`src/rtl/seq_detect_param.sv`:
```
// Parameterised serial pattern detector: shift-register history with a fill
// count, registered match pulse and a saturating match counter.
module seq_detect_param #(
  parameter int                   SEQ_LEN = 4,
  parameter logic [SEQ_LEN-1:0]   PATTERN = 4'b1010,
  parameter int                   OVERLAP = 1,
  parameter int                   CNT_W   = 8,
  localparam int                  FILL_W  = $clog2(SEQ_LEN + 1)
) (
  input  logic              clk,
  input  logic              rst,
  input  logic              x,
  input  logic              en,
  input  logic              clr,
  output logic              y,
  output logic [CNT_W-1:0]  match_cnt,
  output logic [FILL_W-1:0] fill
);

  localparam logic [FILL_W-1:0] FULL = FILL_W'(SEQ_LEN);

  logic [SEQ_LEN-1:0] hist;
  logic [SEQ_LEN-1:0] hist_n;
  logic [FILL_W-1:0]  fill_n;
  logic               hit;

  // Next-state candidates for a valid bit; the register block decides
  // whether they are taken (en) or overridden (rst/clr/non-overlap hit).
  // NOTE: every always_comb output gets a default first so no path leaves
  // a signal unassigned, which would otherwise infer a latch.
  always_comb begin
    hist_n = {hist[SEQ_LEN-2:0], x};
    fill_n = fill;
    if (fill != FULL) begin
      fill_n = fill + 1'b1;
    end
    // A detection requires a fully populated history, so post-reset zeros
    // never match an all-zero pattern.
    hit = en && (fill_n == FULL) && (hist_n == PATTERN);
  end

  // NOTE: sequential state uses non-blocking assignments so every register
  // samples the pre-edge values regardless of statement order.
  always_ff @(posedge clk) begin
    if (rst) begin
      hist      <= '0;
      fill      <= '0;
      match_cnt <= '0;
      y         <= 1'b0;
    end else if (clr) begin
      hist      <= '0;
      fill      <= '0;
      match_cnt <= '0;
      y         <= 1'b0;
    end else begin
      y <= hit;
      if (en) begin
        hist <= hist_n;
        if (hit && (OVERLAP == 0)) begin
          fill <= '0;
        end else begin
          fill <= fill_n;
        end
        if (hit && (match_cnt != {CNT_W{1'b1}})) begin
          match_cnt <= match_cnt + 1'b1;
        end
      end
    end
  end

endmodule

```
`config.mk`:
```
export PLATFORM = sky130hd
export DESIGN_NAME = seq_detect_param
export DESIGN_NICKNAME = d
export VERILOG_FILES = /design/src/rtl/seq_detect_param.sv
export SDC_FILE = /design/constraint.sdc
export NUM_CORES = 1
export LEC_CHECK = 0
export ABC_AREA = 1
export ABC_CLOCK_PERIOD_IN_PS = 1790
export CAP_MARGIN = 0
export CORE_MARGIN = 2
export CORE_UTILIZATION = 45
export DETAILED_ROUTE_END_ITERATION = 6
export PLACE_DENSITY = 0.83
export SLEW_MARGIN = 40
export SYNTH_ARGS = -nofsm -noshare
export SYNTH_HDL_FRONTEND = slang
export SYNTH_SLANG_ARGS = --single-unit
```
`constraint.sdc`:
```
create_clock -name clk -period 1.79 [get_ports clk]
set_input_delay 0.358 -clock clk [delete_from_list [all_inputs] [get_ports clk]]
set_output_delay 0.358 -clock clk [all_outputs]
set_load 0.01 [all_outputs]
```
==> results of run 1 <==
[cell usage in the layout (no fill, tap or decap)]
master	count
a21oi_1	14
nand3b_1	1
ha_1	3
nand2_2	4
nand4_1	4
nand2_4	1
nor2_2	1
inv_1	13
nand3_1	10
o21ai_0	8
nor2_1	7
inv_2	4
nor2_4	4
clkbuf_4	3
clkbuf_1	1
nand2_1	31
nand3_4	1
clkdlybuf4s50_1	16
dfxtp_1	15
nor3_1	1
buf_4	2
xor2_1	1
nand3_2	1
[flip-flops by register name (all words and copies together), names as in the netlist]
name	flops
fill	3
hist	3
match_cnt	8
y	1
[logic make-up after synthesis]
group                      Yosys count  synth area share
and+or+nand+nor                     66            0.3971
AOI/OAI and AO/OA                   22            0.1266
adders and majority gates            3           0.04317
xor gates and xnor gates             1           0.01007
buffers and inverters               18           0.07769
DFF                                 15            0.3453
[final timing paths]
check,startpoint,to,slack (ps),cells past startpoint
max,match_cnt[3]$_SDFFE_PP0P_,match_cnt[3],110,1
min,hist[1]$_SDFFE_PP0P_,hist[1]$_SDFFE_PP0P_,490,2
max reg2reg,fill[0]$_SDFFE_PP0P_,match_cnt[4]$_SDFFE_PP0P_,270,8
min reg2reg,hist[1]$_SDFFE_PP0P_,hist[1]$_SDFFE_PP0P_,490,2
[stage by stage]
stage                     cell area [um2]  power [mW]  utilization  setup WS, ps  instances
after floorplan                     869.6      0.3813            -         384.7        125
after global placement               1072      0.4025       0.6078         168.0        167
after detailed placement             1072      0.4052       0.6078         129.2        167
after CTS                            1099      0.6018       0.6227         108.3        171
after global routing                 1099      0.6208       0.6227         53.88        171
final                                1099      0.5948       0.6227         109.9        171
[report_power, final]
part / switching [mW] / internal, mW
sequential: 0.00387 / 0.338
clock: 0.110 / 0.0867
combinational: 0.0323 / 0.0237
[layer usage]
metal / global-route usage / wire length [um]
met2: 0.3307 / 922
met3: 0.03396 / 51
met1: 0.2615 / 904
met5: 0 / 0
met4: 0.08649 / 36
[Yosys cell counts (3+ instances only)]
master	instances
nand2_1	31
dfxtp_1	15
a21oi_1	14
inv_1	13
nand3_1	10
o21ai_0	8
nor2_1	7
inv_2	4
nand2_2	4
nand4_1	4
nor2_4	4
ha_1	3
[layout make-up]
class,count,area (um2)
inverter,17,63.81
fill,166,665.6
tap,25,31.28
timing repair buffer,18,175.2
sequential,15,300.3
clock buffer,4,26.28
multi-input combinational,92,501.7
==> results.yml, run 1 <==
critical_path:
  cpMaxStageDelayCell: "clkdlybuf4s50_1"
  cpPeakStageDelay_ps: 580
  cp-end-kind: "output pin"
  crit_path_cell_trace: "clkdlybuf4s50_1"
  path_buf_inv: 1
  required_ps: 1430
  critPathArrivalTime_ps: 1320
  startpoint_type: "flip-flop"
  critical_path_class: "flip-flop to output pin"
  critPathTopFamily: "buffers and inverters"
  crit_fanout: 6
synthesis:
  synth_nets: 133
  yosysSeqAreaShare: 0.3453
  yosys-top-cells-area: "dfxtp_1 (35%), nand2_1 (13%), a21oi_1 (8.1%), nand3_1 (5.8%), inv_1 (5.6%)"
  synth_top_area_cell: "dfxtp_1"
  yosysWarnings: 0
  ys_types: 20
  ys_ff_latch: 15
  syn_avg_cell_area_um2: 6.957
  synthArstFlopShare: 0
  syn_area_um2: 869.6
  synthCells: 125
  synth_ff_type: "dfxtp_1"
  synth_top_cell_area_share: 0.3453
  synth_edf_count: 0
final_layout:
  fin_nets: 155
  diodes: 0
  drive_gt1_frac: 0.1438
  syn2layout_area_growth_pct: 26.33
clocking:
  hold_buffers: 0
  tritoncts: "yes"
  cts_setup_buffers: 0
  clk_pin_slew_ps: 90
  htreeDepth: 1
  cts_resized: 0
  cts_buffers: 3
  insertion_delay_ps: 290
  clk_path_buf_depth: 2
  cts_root_buf: "clkbuf_4"
  clock-sinks: 15
die:
  ioPinCount: 17
  initial_core_util: 0.4929
  die_y_um: 47.96
  rows: 15
  core_um2: 1764
  die_width_um: 47.96
  die_area_um2: 2300
sta:
  final_max_slew_viol_count: 0
  fin_tns_setup_ps: 0
  finalCriticalPeriod_ps: 1680
  fmax_mhz: 595.2
  skew_ps: 1.685
  setup_violations: 0
  worstMarginPinSlew_ps: 385.6
  rsz0062_at_grt: "no"
  finalCritPeriodShare: 0.9386
  relSlewSlack: 0.7426
  hold_viol: 0
  holdWs_ps: 485.4
route:
  drtAntennaViolNets: 0
  via_per_inst: 5.070
  drcViolationCount: 0
  wl_per_cell_um: 11.20
  drt_pass1_iterations: 4
  vias: 867
  postRouteWirelength_mm: 1.915
  drt_iter0_drc: 24
power_and_ir_drop:
  leakage_nw: 0.4173
  max-vdd-ir-drop_mv: 0.4635
  powerDensity_nw_per_um2: 541.5
placement:
  place.gp.congestion: 0.8169
  hpwl_mm: 1.404
  io_buffers: 16
outcome:
  status: "completed"
global_routing:
  grt_pass1_vias: 765
  overflow: 0
  grt_pass1_wl_mm: 3.249
  grt_max_degree: 13
  antenna_found_initial: 0
  grt_usage: 0.2022
hold_path:
  hold_class: "flip-flop to flip-flop"
run:
  maxCapViolCount: 0
Note: power is estimated with default switching activity, not from simulation.
==> run 2: changes to the inputs <==
--- a/config.mk
+++ b/config.mk
@@ -12,6 +12,7 @@
 export CORE_UTILIZATION = 45
 export DETAILED_ROUTE_END_ITERATION = 6
 export PLACE_DENSITY = 0.83
+export SETUP_SLACK_MARGIN = 0.02
 export SLEW_MARGIN = 40
 export SYNTH_ARGS = -nofsm -noshare
 export SYNTH_HDL_FRONTEND = slang
==> results of run 2 <==
No change in the layout: final DEF, timing and power equal those of run 1.
==> run 3: changes to the inputs <==
--- a/config.mk
+++ b/config.mk
@@ -11,7 +11,8 @@
 export CORE_MARGIN = 2
 export CORE_UTILIZATION = 45
 export DETAILED_ROUTE_END_ITERATION = 6
-export PLACE_DENSITY = 0.83
+export DONT_BUFFER_PORTS = 1
+export PLACE_DENSITY = 0.72
 export SETUP_SLACK_MARGIN = 0.02
 export SLEW_MARGIN = 40
 export SYNTH_ARGS = -nofsm -noshare
==> run 3 against run 2 <==
Net effect:
- global-route usage is 2.1 points lower
- fmax is 6.1% higher
- sequential power hardly changed
- die area stayed put
- clock power is 2% higher
- total power is 2.4% lower
- critical path depth is 7 higher
- core utilization is 9.1 points lower
- wire length is 9.5% lower
- flip-flop and latch count stayed put
- non-clock buffer count is 16 lower
- via count is 8.0% lower
- critical path type is now flip-flop to flip-flop
- largest cell class unchanged
- highest routed layer unchanged
==> results.yml, run 3 (same netlist as run 1, synthesis figures left out) <==
sta:
  fin_ws_ps: 206.3
  setup_violations: 0
  hold_viol: 0
  final_max_slew_viol_count: 0
  skew_ps: 1.138
  finalCritPeriodShare: 0.8848
  fmax_mhz: 631.4
  holdWs_ps: 148.6
  relSlewSlack: 0.7365
  rsz0062_at_grt: "no"
  fin_tns_setup_ps: 0
  worstMarginPinSlew_ps: 394.8
  finalCriticalPeriod_ps: 1584
global_routing:
  grt_usage: 0.1814
  antenna_found_initial: 0
  grt_pass1_wl_mm: 2.884
  grt_max_degree: 13
  grt_pass1_vias: 668
  overflow: 0
power_and_ir_drop:
  p_switching_mw: 0.1456
  powerDensity_nw_per_um2: 618.7
  p_clk_frac: 0.346
  comb_power_share: 0.064
  seq_power_share: 0.591
  p_int_mw: 0.4349
  p_sw_frac: 0.2508
  max-vdd-ir-drop_mv: 0.4545
  leakage_nw: 0.3621
  power_mw: 0.5806
placement:
  hpwl_mm: 1.295
  place.gp.congestion: 0.8368
  dp_cells: 151
  place_area_um2: 912.1
  dp_slack_ps: 223.9
  io_buffers: 0
critical_path:
  critical_path_class: "flip-flop to flip-flop"
  cpMaxStageDelayCell: "dfxtp_1"
  cpPeakStageDelay_ps: 440
  critPathArrivalTime_ps: 1750
  critPathTopFamily: "simple AND/OR/NAND/NOR gates"
  startpoint_type: "flip-flop"
  required_ps: 1960
  crit_fanout: 8
  path_buf_inv: 1
  cp-end-kind: "flip-flop"
  crit_path_cell_trace: "inv_1 > ha_1 > nand3_1 > nand2_2 > nor2_4 > nand3_4 > nand2_1 > a21oi_1"
final_layout:
  syn2layout_area_growth_pct: 7.914
  fillers: 187
  fin_util: 0.5319
  top_register: "match_cnt"
  fin_area_um2: 938.4
  largest_register_ffs: 8
  multi_input_area_um2: 501.7
  fin_nets: 139
  largestRegisters: "match_cnt: 8 flops, fill: 3 flops, hist: 3 flops"
  final_cell_mix: "nand2_1 (31), dfxtp_1 (15), a21oi_1 (14)"
  finalNonFillerCells: 155
  final-seq-area_um2: 300.3
  drive_gt1_frac: 0.1615
  final_common_cell: "nand2_1"
  diodes: 0
clocking:
  tritoncts: "yes"
  clk_path_buf_depth: 2
  htreeDepth: 1
  insertion_delay_ps: 290
  cts_root_buf: "clkbuf_4"
  clock-sinks: 15
  cts_setup_buffers: 0
  hold_buffers: 0
  cts_resized: 0
  cts_buffers: 3
  clk_pin_slew_ps: 90
outcome:
  status: "completed"
route:
  wl_per_cell_um: 11.19
  drtAntennaViolNets: 0
  drt_iter0_drc: 23
  drt_pass1_iterations: 4
  via_per_inst: 5.148
  drcViolationCount: 0
  vias: 798
  postRouteWirelength_mm: 1.734
die:
  die_width_um: 47.96
  core_um2: 1764
  die_y_um: 47.96
  die_area_um2: 2300
  ioPinCount: 17
  initial_core_util: 0.4929
  rows: 15
hold_path:
  hold_class: "input port to flip-flop"
run:
  maxCapViolCount: 0
## run 3: cell types whose count changed in the layout (fill, tap and decap cells not counted)
cell             before  now
clkdlybuf4s50_1      16    0
## run 3: layout make-up
class	count	share of cell area
Timing Repair Buffer	2	0.01600
Tap cell	25	0.03333
Multi-Input combinational cell	92	0.5347
Sequential cell	15	0.3200
Inverter	17	0.06800
Clock buffer	4	0.02800
## run 3: power groups by stage
stage / logic (mW) / clock network, mW / registers (mW)
floorplan: 0.0314 / 0 / 0.350
global placement: 0.0358 / 0 / 0.350
detailed placement: 0.0367 / 0 / 0.351
CTS: 0.0369 / 0.203 / 0.343
global route: 0.0419 / 0.217 / 0.344
finish: 0.0370 / 0.201 / 0.343
## run 3: worst register-to-register path, cell delays in order (launching register included)
cell and delay [ps]:
dfxtp_1 440, inv_1 110, ha_1 250, nand3_1 110
nand2_2 100, nor2_4 170, nand3_4 130, nand2_1 90
a21oi_1 60
## run 3: final timing paths
check                                     startpoint  slack [ps]  depth (start not counted)                         to
worst max register to register  fill[0]$_SDFFE_PP0P_         210                          8  match_cnt[6]$_SDFFE_PP0P_
worst max-delay path            fill[0]$_SDFFE_PP0P_         210                          8  match_cnt[6]$_SDFFE_PP0P_
worst min register to register  hist[1]$_SDFFE_PP0P_         480                          2       hist[1]$_SDFFE_PP0P_
worst min-delay path                              en         150                          1       hist[2]$_SDFFE_PP0P_
## run 3: routing by layer
layer,vias to the layer above,share of wire,track usage
li1,418,-,-
met1,359,0.48,0.2592
met2,16,0.44,0.2400
met3,5,0.057,0.06792
met4,0,0.022,0.08108
met5,-,0,0
